[src/rtl/d2f_hazard_ctrl.sv]
// Decode-to-fetch feedback controller: turns decode-stage hazard, branch and halt events into fetch-stage controls.
// Latency: each response appears one cycle after the sampling edge; stall lasts STALL_CYCLES and flush lasts FLUSH_CYCLES.
// Backpressure: while stalling, flushing or halted, the block ignores decode events. It accepts the next event on the RUN-return cycle.
//
// Ports:
//   clk, rst          clock; asynchronous active-low reset
//   validD            decode holds a live instruction (qualifies the events)
//   hazardD           load-use hazard in decode
//   brTakenD          branch/jump resolved taken; brTargetD is its target
//   haltD             HALT decoded
//   stallF            hold PC and fetch/decode latch
//   flushF2D          load NOP bubble into fetch/decode latch
//   redirectF         fetch loads redirectPCF on the next edge (first flush cycle only)
//   redirectPCF       captured redirect target, stable until the next capture
//   haltF             sticky halt indication
//   stateO            current state (RUN=0, STALL=1, REDIRECT=2, HALT=3)
// Optional (D2F_HAZARD_STATS_EN): stallCntO / flushCntO are saturating counts of stall and redirect entries.
module d2f_hazard_ctrl #(
  parameter int STALL_CYCLES = 1,
  parameter int FLUSH_CYCLES = 1,
  parameter int PC_W         = 16
) (
  input  logic            clk,
  input  logic            rst,
  input  logic            validD,
  input  logic            hazardD,
  input  logic            brTakenD,
  input  logic [PC_W-1:0] brTargetD,
  input  logic            haltD,
  output logic            stallF,
  output logic            flushF2D,
  output logic            redirectF,
  output logic [PC_W-1:0] redirectPCF,
  output logic            haltF,
  output logic [1:0]      stateO
`ifdef D2F_HAZARD_STATS_EN
  ,
  output logic [15:0]     stallCntO,
  output logic [15:0]     flushCntO
`endif
);

  if (STALL_CYCLES < 1 || STALL_CYCLES > 15 ||
      FLUSH_CYCLES < 1 || FLUSH_CYCLES > 3 || PC_W < 1) begin : g_param_check
    $error("d2f_hazard_ctrl: STALL_CYCLES must be 1..15, FLUSH_CYCLES 1..3, PC_W >= 1");
  end

  typedef enum logic [1:0] {
    RUN      = 2'd0,
    STALL    = 2'd1,
    REDIRECT = 2'd2,
    HALT     = 2'd3
  } state_t;

  // The counter is loaded with the duration minus one, so a stall or flush lasts until the counter reaches zero.
  localparam logic [3:0] STALL_INIT = 4'(STALL_CYCLES - 1);
  localparam logic [3:0] FLUSH_INIT = 4'(FLUSH_CYCLES - 1);

  state_t          state_q, state_d;
  logic [3:0]      cnt_q, cnt_d;
  logic [PC_W-1:0] tgt_q, tgt_d;

  always_ff @(posedge clk or negedge rst) begin
    if (!rst) begin
      state_q <= RUN;
      cnt_q   <= 4'd0;
      tgt_q   <= '0;
    end else begin
      state_q <= state_d;
      cnt_q   <= cnt_d;
      tgt_q   <= tgt_d;
    end
  end

  always_comb begin
    state_d = state_q;
    cnt_d   = cnt_q;
    tgt_d   = tgt_q;
    case (state_q)
      RUN: begin
        if (validD) begin
          if (haltD) begin
            state_d = HALT;
          end else if (brTakenD) begin
            state_d = REDIRECT;
            cnt_d   = FLUSH_INIT;
            tgt_d   = brTargetD;
          end else if (hazardD) begin
            state_d = STALL;
            cnt_d   = STALL_INIT;
          end
        end
      end
      STALL, REDIRECT: begin
        if (cnt_q == 4'd0) begin
          state_d = RUN;
        end else begin
          cnt_d = cnt_q - 4'd1;
        end
      end
      HALT:    state_d = HALT;
      default: state_d = RUN;
    endcase
  end

  // Outputs depend only on registered state, counter and target.
  assign stallF      = (state_q == STALL) || (state_q == HALT);
  assign flushF2D    = (state_q == REDIRECT);
  // The counter still holds its load value only in the first REDIRECT cycle.
  assign redirectF   = (state_q == REDIRECT) && (cnt_q == FLUSH_INIT);
  assign redirectPCF = tgt_q;
  assign haltF       = (state_q == HALT);
  assign stateO      = state_q;

`ifdef D2F_HAZARD_STATS_EN
  logic stall_entry, flush_entry;
  assign stall_entry = (state_q == RUN) && (state_d == STALL);
  assign flush_entry = (state_q == RUN) && (state_d == REDIRECT);

  // Entries come only from RUN, so the counters hold still in HALT without extra gating.
  always_ff @(posedge clk or negedge rst) begin
    if (!rst) begin
      stallCntO <= 16'd0;
      flushCntO <= 16'd0;
    end else begin
      if (stall_entry && stallCntO != 16'hFFFF) stallCntO <= stallCntO + 16'd1;
      if (flush_entry && flushCntO != 16'hFFFF) flushCntO <= flushCntO + 16'd1;
    end
  end
`endif

endmodule

[config.mk]
export PLATFORM = sky130hd
export DESIGN_NAME = d2f_hazard_ctrl
export DESIGN_NICKNAME = d
export VERILOG_FILES = /design/src/rtl/d2f_hazard_ctrl.sv
export SDC_FILE = /design/constraint.sdc
export NUM_CORES = 1
export LEC_CHECK = 0
export CORE_ASPECT_RATIO = 0.75
export CORE_MARGIN = 2
export CORE_UTILIZATION = 45
export DETAILED_ROUTE_END_ITERATION = 16
export DONT_BUFFER_PORTS = 1
export HOLD_SLACK_MARGIN = 0.12
export PLACE_DENSITY = 0.64
export SLEW_MARGIN = 15
export SYNTH_ARGS = -nofsm -noshare
export SYNTH_HDL_FRONTEND = slang
export SYNTH_SLANG_ARGS = --single-unit
[constraint.sdc]
create_clock -name clk -period 2.2 [get_ports clk]
set_input_delay 0 -clock clk [delete_from_list [all_inputs] [get_ports clk]]
set_output_delay 0 -clock clk [all_outputs]
set_load 0.05 [all_outputs]
==> results of run 1 <==
state kept, by name, indices dropped and copies added (netlist names):
signal	count
stateO	2
redirectPCF	16
cnt_q	4
through the flow:
stage          cells   util  cell area (sq um)
5_1_grt          149  0.607               1430
3_3_place_gp     125  0.507               1190
3_5_place_dp     125  0.507               1190
6_report         149  0.607               1430
2_1_floorplan     89      -               1140
4_1_cts          149  0.606               1420
routing by layer:
layer / routed length, um / up-vias / part of all wire / GRT usage
li1: - / 372 / - / -
met1: 955 / 376 / 0.41 / 0.223
met2: 1180 / 35 / 0.51 / 0.296
met3: 156 / 6 / 0.067 / 0.0649
met4: 48 / 0 / 0.020 / 0.0766
met5: 0 / - / 0 / 0
cell usage in the layout (no fill, tap or decap), types with 2 or more instances in the layout:
master,synthesis,layout
a21oi_1,3,3
o2bb2ai_1,2,2
inv_1,8,8
mux2_4,10,10
ha_1,5,4
dfrtp_1,22,22
dlygate4sd3_1,0,21
buf_4,0,3
o21ai_0,2,2
nand2_1,2,2
a22oi_1,2,2
mux2_2,8,8
o31ai_1,2,2
nor2_1,4,4
or2_2,2,2
clkbuf_4,0,3
worst max-delay path: cells and delay by family (launching register included):
family / cells / cell delay [ns]
and+or+nand+nor: 1 / 0.18
buffers and inverters: 2 / 0.77
AOI/OAI and AO/OA: 1 / 0.06
muxes: 1 / 0.26
adders and majority gates: 1 / 0.31
DFF: 1 / 0.39
final timing paths:
check | depth (start not counted) | start | end
worst max-delay path | 6 | stateO[0] | stateO[0]
worst min-delay path | 4 | haltD | cnt_q[3]
worst max register to register | 6 | stateO[0] | stateO[0]
worst min register to register | 1 | cnt_q[1] | cnt_q[1]
max in group asynchronous | 1 | rst | cnt_q[0]
min in group asynchronous | 1 | rst | redirectPCF[5]
what timing repair did:
item | CTS | global route
hold buffers | 21 | 0
endpoints found under the hold margin | 41 | 0
gates resized for setup | 0 | 1
setup endpoints to repair | 0 | 1
final cells by class:
type                    instances  area (sq um)
multi-input cells              57           543
inverters                       9          33.8
fillers                       183           921
clock buffers                   3          22.5
well taps                      34          42.5
repair buffers                 24           233
flip-flops and latches         22           551
cell families (layout without fill, tap and decap cells):
| family | after synthesis | count (layout) | share of synthesized area |
|---|---|---|---|
| and+or+nand+nor | 16 | 16 | 0.0947 |
| AOI/OAI and AO/OA | 17 | 17 | 0.106 |
| buffers and inverters | 10 | 36 | 0.0396 |
| adders and majority gates | 5 | 5 | 0.0551 |
| muxes | 19 | 19 | 0.220 |
| DFF | 22 | 22 | 0.485 |
==> results.md, run 1 <==
- Clk slew on worst S/H paths: approximately 0.11 ns
- WL final: 2.34 mm
- Critical Path Fanout Max: 4
- Sink Count: 22
- Worst path max stage delay: 0.57 ns
- RSZ-0062 raised after global routing: no
- Post-synth EDFFs: 0
- CP Launch Type: register
- Outcome: finished, final reports clean
- TNS Setup: 0 ns
- R2R setup slack: 0.13 ns
- Most common library cells after synthesis: dfrtp_1 (22), mux2_4 (10), inv_1 (8), mux2_2 (8), ha_1 (5)
- Final setup viols: 0
- Seq/Total Area, Yosys: 0.485
- Global-route wire length before repair: 3.82 mm
- CTS tree: yes
- Vias in the first global route: 869
- Pre-CTS WS: 0.352 ns
- Clock latency on the worst-skew pair: roughly 0.3 ns
- Area delta synth->final: 25.4%
- Drt pass-1 iters: 4
- Post-synth cell types: 30
- Slack of the critical path: 0.133 ns
- ANT nets after route: 0
- Largest net degree at the start of global routing: 23
- Global route total overflow: 0
- Root buffer cell: clkbuf_4
- Initial core utilization: 0.484
- Synth area leaders: dfrtp_1 (48%), mux2_4 (13%), mux2_2 (7.9%)
- Fin crit share: 0.939
- DRC: 0
- Cell Rows: 15
- Yosys warns: 0
- CP Capture Type: register
- Share of layout cells above drive strength 1: 0.270
- Data required, critical path: 2.39 ns
- Ports: 44
- Die area: 2950 sq um
- HPWL after detailed placement: 1.56 mm
- Via count: between 700 and 800
- Die height: 47.5 um
- Max-Cap Viols: 0
- Detailed Route Iter0 Violations: 16
- Fin crit period: approximately 2.1 ns
- Worst rel slew slack: 0.376
- Actual slew at the worst max-slew pin: ~0.93 ns
- CP cell instances: buf_4, ha_2, nor2_1, a21oi_1, dlygate4sd3_1, mux2_2
- Antenna Cells: 0
- Yosys top cell by area: dfrtp_1
- Synth top area share: 0.485
- Syn_area_per_cell: 12.8 sq um
- Hold slack: 0.144 ns
- Count leader, synth: dfrtp_1
- Htree depth: 1
- Post-synthesis register bit count: 22
- Crit path arrival time: 2.26 ns
- Mapped cell area: 1140 sq um
- Synthesized net count: 116
- Clock Tree Buf Depth: 2
- Core box area: between 2000 and 2500 sq um
- Total setup buffers inserted after CTS: 0
- Setup Skew: 0.00561 ns
- Die width: between 60 and 70 um
- Post-synth ARST share: 1.00
- Fin. max-slew vios: 0
- Final #Nets: 144
- HP Class: input pin to register
- Main flop type after synthesis: dfrtp_1
- # port buffers: 0
- DR WL/cell: 15.7 um
- GPL Wtd Cong: roughly 0.8
- Slowest library cell on the worst path: dlygate4sd3_1
- Syn Inst Count: between 80 and 90
- Tot GR Track Use: 0.182
- Setup Crit Path Kind: register to register
- CTS buffer count: 3
- Max Fclk: 484 MHz
- Vias per Instance: 5.30
- Final Hold Viols: 0
- Initial antenna violation count: 0
Power of run 1 is not shown: default switching activity piles up to over one toggle a cycle in this logic, so the estimate is an artifact.
==> inputs of run 2 (changes only) <==
--- a/config.mk
+++ b/config.mk
@@ -6,7 +6,7 @@
 export NUM_CORES = 1
 export LEC_CHECK = 0
 export CORE_ASPECT_RATIO = 0.75
-export CORE_MARGIN = 2
+export CORE_MARGIN = 4
 export CORE_UTILIZATION = 45
 export DETAILED_ROUTE_END_ITERATION = 16
 export DONT_BUFFER_PORTS = 1
==> results.md, run 2 (synthesis gave the netlist of run 1 again) <==
- Die height: 51.5 um (+8.4%)
- RSZ-0062 raised after global routing: no
- Max Fclk: 525 MHz (+8.4%)
- CP Capture Type: output port
- Most frequent cells in the layout: dfrtp_1 (22), dlygate4sd3_1 (21), mux2_4 (10), inv_1 (8), mux2_2 (8)
- DRC: 0 (unchanged)
- Setup Skew: 0.00314 ns (-0.00247 ns)
- Share of layout cells above drive strength 1: 0.267 (-0.00232)
- Pre-CTS WS: 0.401 ns (+0.0485 ns)
- Clk slew on worst S/H paths: 0.12 ns (about the same)
- Global route total overflow: 0 (unchanged)
- Max-Cap Viols: 0 (unchanged)
- Largest register FFs: 16 (unchanged)
- Drt pass-1 iters: 4 (unchanged)
- Global-route wire length before repair: 4.13 mm (+8.1%)
- Htree depth: 1 (unchanged)
- Fin crit period: 1.91 ns (-0.160 ns)
- Ports: 44 (unchanged)
- Outcome: finished, final reports clean
- Total setup buffers inserted after CTS: 0 (unchanged)
- Tot GR Track Use: 0.162 (-0.0196)
- Critical Path Fanout Max: 6 (+2)
- Cell Rows: 15 (unchanged)
- DR WL/cell: 17.7 um (+12%)
- Final #Nets: 144 (unchanged)
- Vias in the first global route: 849 (-2.3%)
- Crit path launch: cnt_q[0]
- Crit path arrival time: 1.91 ns (-0.35 ns)
- Cts repair resizes: 0 (unchanged)
- HPWL after detailed placement: 1.71 mm (+9.7%)
- Core box area: 2350 sq um (unchanged)
- CTS Hold Buffers Added: 20 (-4.8%)
- Final setup viols: 0 (unchanged)
- Initial core utilization: 0.484 (unchanged)
- Fillers: 186 (+1.6%)
- CTS tree: yes
- CP Launch Type: register
- TNS Setup: 0 ns (unchanged)
- # port buffers: 0 (unchanged)
- R2R setup slack: 0.36 ns (+0.23 ns)
- HP Class: input pin to register
- Area delta synth->final: 27.9%
- Die area: 3400 sq um (+15%)
- Setup Crit Path Kind: register to output port
- Detailed Route Iter0 Violations: 26 (+10)
- Clock Tree Buf Depth: 2 (unchanged)
- Data required, critical path: 2.20 ns (-0.19 ns)
- GPL Wtd Cong: 0.835 (+3.8%)
- Setup crit end: redirectF
- Final Hold Viols: 0 (unchanged)
- Clock latency on the worst-skew pair: 0.30 ns (about the same)
- Die width: 66.0 um (+6.4%)
- Most common cell after layout, fill and taps aside: dfrtp_1
- ANT nets after route: 0 (unchanged)
- WL final: 2.65 mm (+13%)
- Root buffer cell: clkbuf_4
- Reg-to-reg endpoint: stateO[1]
- Antenna Cells: 0 (unchanged)
- Initial antenna violation count: 0 (unchanged)
- Vias per Instance: 5.46 (+3.1%)
- Number of cells on the worst reg-to-reg path: 5 (-1)
- Slack of the critical path: 0.294 ns (+0.160 ns)
- Fin. max-slew vios: 0 (unchanged)
- Via count: 819 (+3.8%)
- Worst rel slew slack: 0.357 (-0.0191)
- Actual slew at the worst max-slew pin: 0.961 ns (+0.0285 ns)
- Sink Count: 22 (unchanged)
- CTS buffer count: 3 (unchanged)
- Largest net degree at the start of global routing: 23 (unchanged)
- Reg2reg start: cnt_q[0]
- Fin crit share: 0.866 (-0.0729)
run 2: cell count changes in the layout (fill, tap and decap cells not counted):
cell       previous run  this run
bufinv_16             0         1
ha_1                  4         5
ha_2                  1         0
run 2: worst min-delay path by stage:
stage               startpoint         endpoint  slack, ns  cells after the start
detailed placement         rst   redirectPCF[1]      -0.30                      0
CTS                   brTakenD  redirectPCF[11]       0.14                      2
floorplan                  rst         cnt_q[0]      -0.30                      0
global route            validD  redirectPCF[15]       0.15                      2
finish                  validD   redirectPCF[5]       0.17                      2
global placement           rst   redirectPCF[1]      -0.30                      0
run 2: final cells by class:
class,count,area (sq um),area share
clock buffer,3,22.5,0.0155
clock inverter,1,30.0,0.0207
inverter,9,33.8,0.0233
multi-input combinational,57,541,0.372
sequential,22,551,0.379
tap,34,42.5,0.0293
timing repair buffer,24,233,0.160
run 2: through the flow:
step,std cells,hold WS [ns],utilization,cell area [sq um]
6_report,150,0.167,0.619,1450
5_1_grt,150,0.148,0.619,1450
4_1_cts,149,0.136,0.615,1440
3_5_place_dp,125,-0.295,0.507,1190
3_3_place_gp,125,-0.295,0.507,1190
2_1_floorplan,89,-0.296,-,1140
run 2: routing by layer:
metal  track usage  wire [um]
met2         0.304       1480
met1         0.181        981
met3        0.0605        144
met5             0          0
met4        0.0203         46
run 2: worst max-delay path, cell delays in order (launching register included):
cell and delay, ns:
dfrtp_1 0.45, inv_1 0.08, ha_1 0.19, nor3b_2 0.37
and2_1 0.51
Power of run 2 is left out for the same reason.
==> inputs of run 3 (changes only) <==
--- a/config.mk
+++ b/config.mk
@@ -5,13 +5,15 @@
 export SDC_FILE = /design/constraint.sdc
 export NUM_CORES = 1
 export LEC_CHECK = 0
+export CAP_MARGIN = 20
 export CORE_ASPECT_RATIO = 0.75
 export CORE_MARGIN = 4
 export CORE_UTILIZATION = 45
 export DETAILED_ROUTE_END_ITERATION = 16
 export DONT_BUFFER_PORTS = 1
 export HOLD_SLACK_MARGIN = 0.12
-export PLACE_DENSITY = 0.64
+export PLACE_DENSITY = 0.66
+export SKIP_CTS_REPAIR_TIMING = 1
 export SLEW_MARGIN = 15
 export SYNTH_ARGS = -nofsm -noshare
 export SYNTH_HDL_FRONTEND = slang
==> constraint.sdc (replaced) <==
create_clock -name clk -period 1.6 [get_ports clk]
set_input_delay 0 -clock clk [delete_from_list [all_inputs] [get_ports clk]]
set_output_delay 0 -clock clk [all_outputs]
set_load 0.05 [all_outputs]
==> results.md, run 3 (synthesis gave the netlist of run 1 again) <==
- Slack of the critical path: 0.0288 ns (-0.265 ns)
- Global route total overflow: 0 (unchanged)
- Die height: 51.5 um (unchanged)
- Detailed Route Iter0 Violations: 18 (-31%)
- Fin crit share: 0.982
- Clock Tree Buf Depth: 2 (unchanged)
- Setup Skew: 0.00972 ns (+0.00658 ns)
- Vias per Instance: 5.24 (-4.0%)
- GPL Wtd Cong: 0.870 (+4.2%)
- Antenna Cells: 0 (unchanged)
- Pre-CTS WS: 0.0137 ns (-0.387 ns)
- Tot GR Track Use: 0.133 (-0.0291)
- CP Capture Type: output port
- Max-Cap Viols: 0 (unchanged)
- # port buffers: 0 (unchanged)
- CTS tree: yes
- Crit path arrival time: 1.57 ns (-0.34 ns)
- Initial core utilization: 0.484 (unchanged)
- Largest register FFs: 16 (unchanged)
- Setup Crit Path Kind: register to output port
- HPWL after detailed placement: 1.65 mm (-3.8%)
- Most frequent cells in the layout: dfrtp_1 (20), dlygate4sd3_1 (20), mux2_4 (10), mux2_2 (8), buf_4 (6)
- CP Launch Type: register
- Fin crit period: 1.57 ns
- ANT nets after route: 0 (unchanged)
- DR WL/cell: 16.0 um (-9.3%)
- Die area: 3400 sq um (unchanged)
- Final instance area: 1530 sq um (+5.2%)
- Worst rel slew slack: 0.365 (+0.00844)
- Data required, critical path: 1.60 ns (-0.60 ns)
- Via count: 807 (-1.5%)
- Share of layout cells above drive strength 1: 0.392 (+0.124)
- Root buffer cell: clkbuf_4
- HP Class: input pin to register
- Htree depth: 1 (unchanged)
- Area delta synth->final: 34.5%
- Actual slew at the worst max-slew pin: 0.949 ns (-0.0126 ns)
- Final setup viols: 0 (unchanged)
- Final #Nets: 148 (+2.8%)
- Ports: 44 (unchanged)
- Initial antenna violation count: 0 (unchanged)
- Final Hold Viols: 0 (unchanged)
- Outcome: finished, final reports clean
- Sink Count: 22 (unchanged)
- Vias in the first global route: 738 (-13%)
- Cell Rows: 15 (unchanged)
- Core box area: 2350 sq um (unchanged)
- Die width: 66.0 um (unchanged)
- Placed Area: 1240 sq um (+4.0%)
- Largest net degree at the start of global routing: 23 (unchanged)
- Fin. max-slew vios: 0 (unchanged)
- Clock latency on the worst-skew pair: 0.31 ns (about the same)
- Drt pass-1 iters: 4 (unchanged)
- DRC: 0 (unchanged)
- Clk slew on worst S/H paths: 0.12 ns (about the same)
- Critical Path Fanout Max: 5 (-1)
- Global-route wire length before repair: 3.45 mm (-17%)
- RSZ-0062 raised after global routing: yes
- WL final: 2.47 mm (-6.9%)
- Max Fclk: roughly 640 MHz
- CTS buffer count: 3 (unchanged)
run 3: path summary, 6_finish.rpt:
kind / slack (ns) / startpoint / end / cells after the start
min reg2reg: 0.66 / cnt_q[1] / cnt_q[1] / 2
max in group asynchronous: 0.68 / rst / stateO[1] / 1
max reg2reg: 0.06 / cnt_q[0] / stateO[0] / 5
min: 0.12 / haltD / cnt_q[3] / 4
min in group asynchronous: 0.27 / rst / cnt_q[2] / 1
max: 0.03 / cnt_q[0] / redirectF / 5
run 3: metrics by stage:
stage	hold slack, ns	std cells	TNS, ns	util
2_1_floorplan	-0.296	89	-0.488	-
3_3_place_gp	-0.295	128	0	0.527
3_5_place_dp	-0.295	128	0	0.527
4_1_cts	-0.642	132	-0.199	0.543
5_1_grt	0.135	154	-0.0377	0.651
6_report	0.117	154	0	0.651
run 3: critical path: stages (launching register included):
cell and delay [ns]:
dfrtp_1 0.42, inv_2 0.08, ha_4 0.15, nor3b_4 0.24, buf_6 0.15, and2_4 0.23
run 3: routing by layer:
layer  up-vias  global-route usage  wire, um
met3         4              0.0648       146
met5         -                   0         0
met4         0              0.0304        19
li1        379                   -         -
met1       399               0.163       988
met2        25               0.213      1320
run 3: cell type report:
cell class	count	area (sq um)
clock buffer	4	36.3
fill	176	818
inverter	9	36.3
multi-input combinational	57	583
sequential	22	553
timing repair buffer	28	277
tap	34	42.5
Power of run 3 is left out for the same reason.
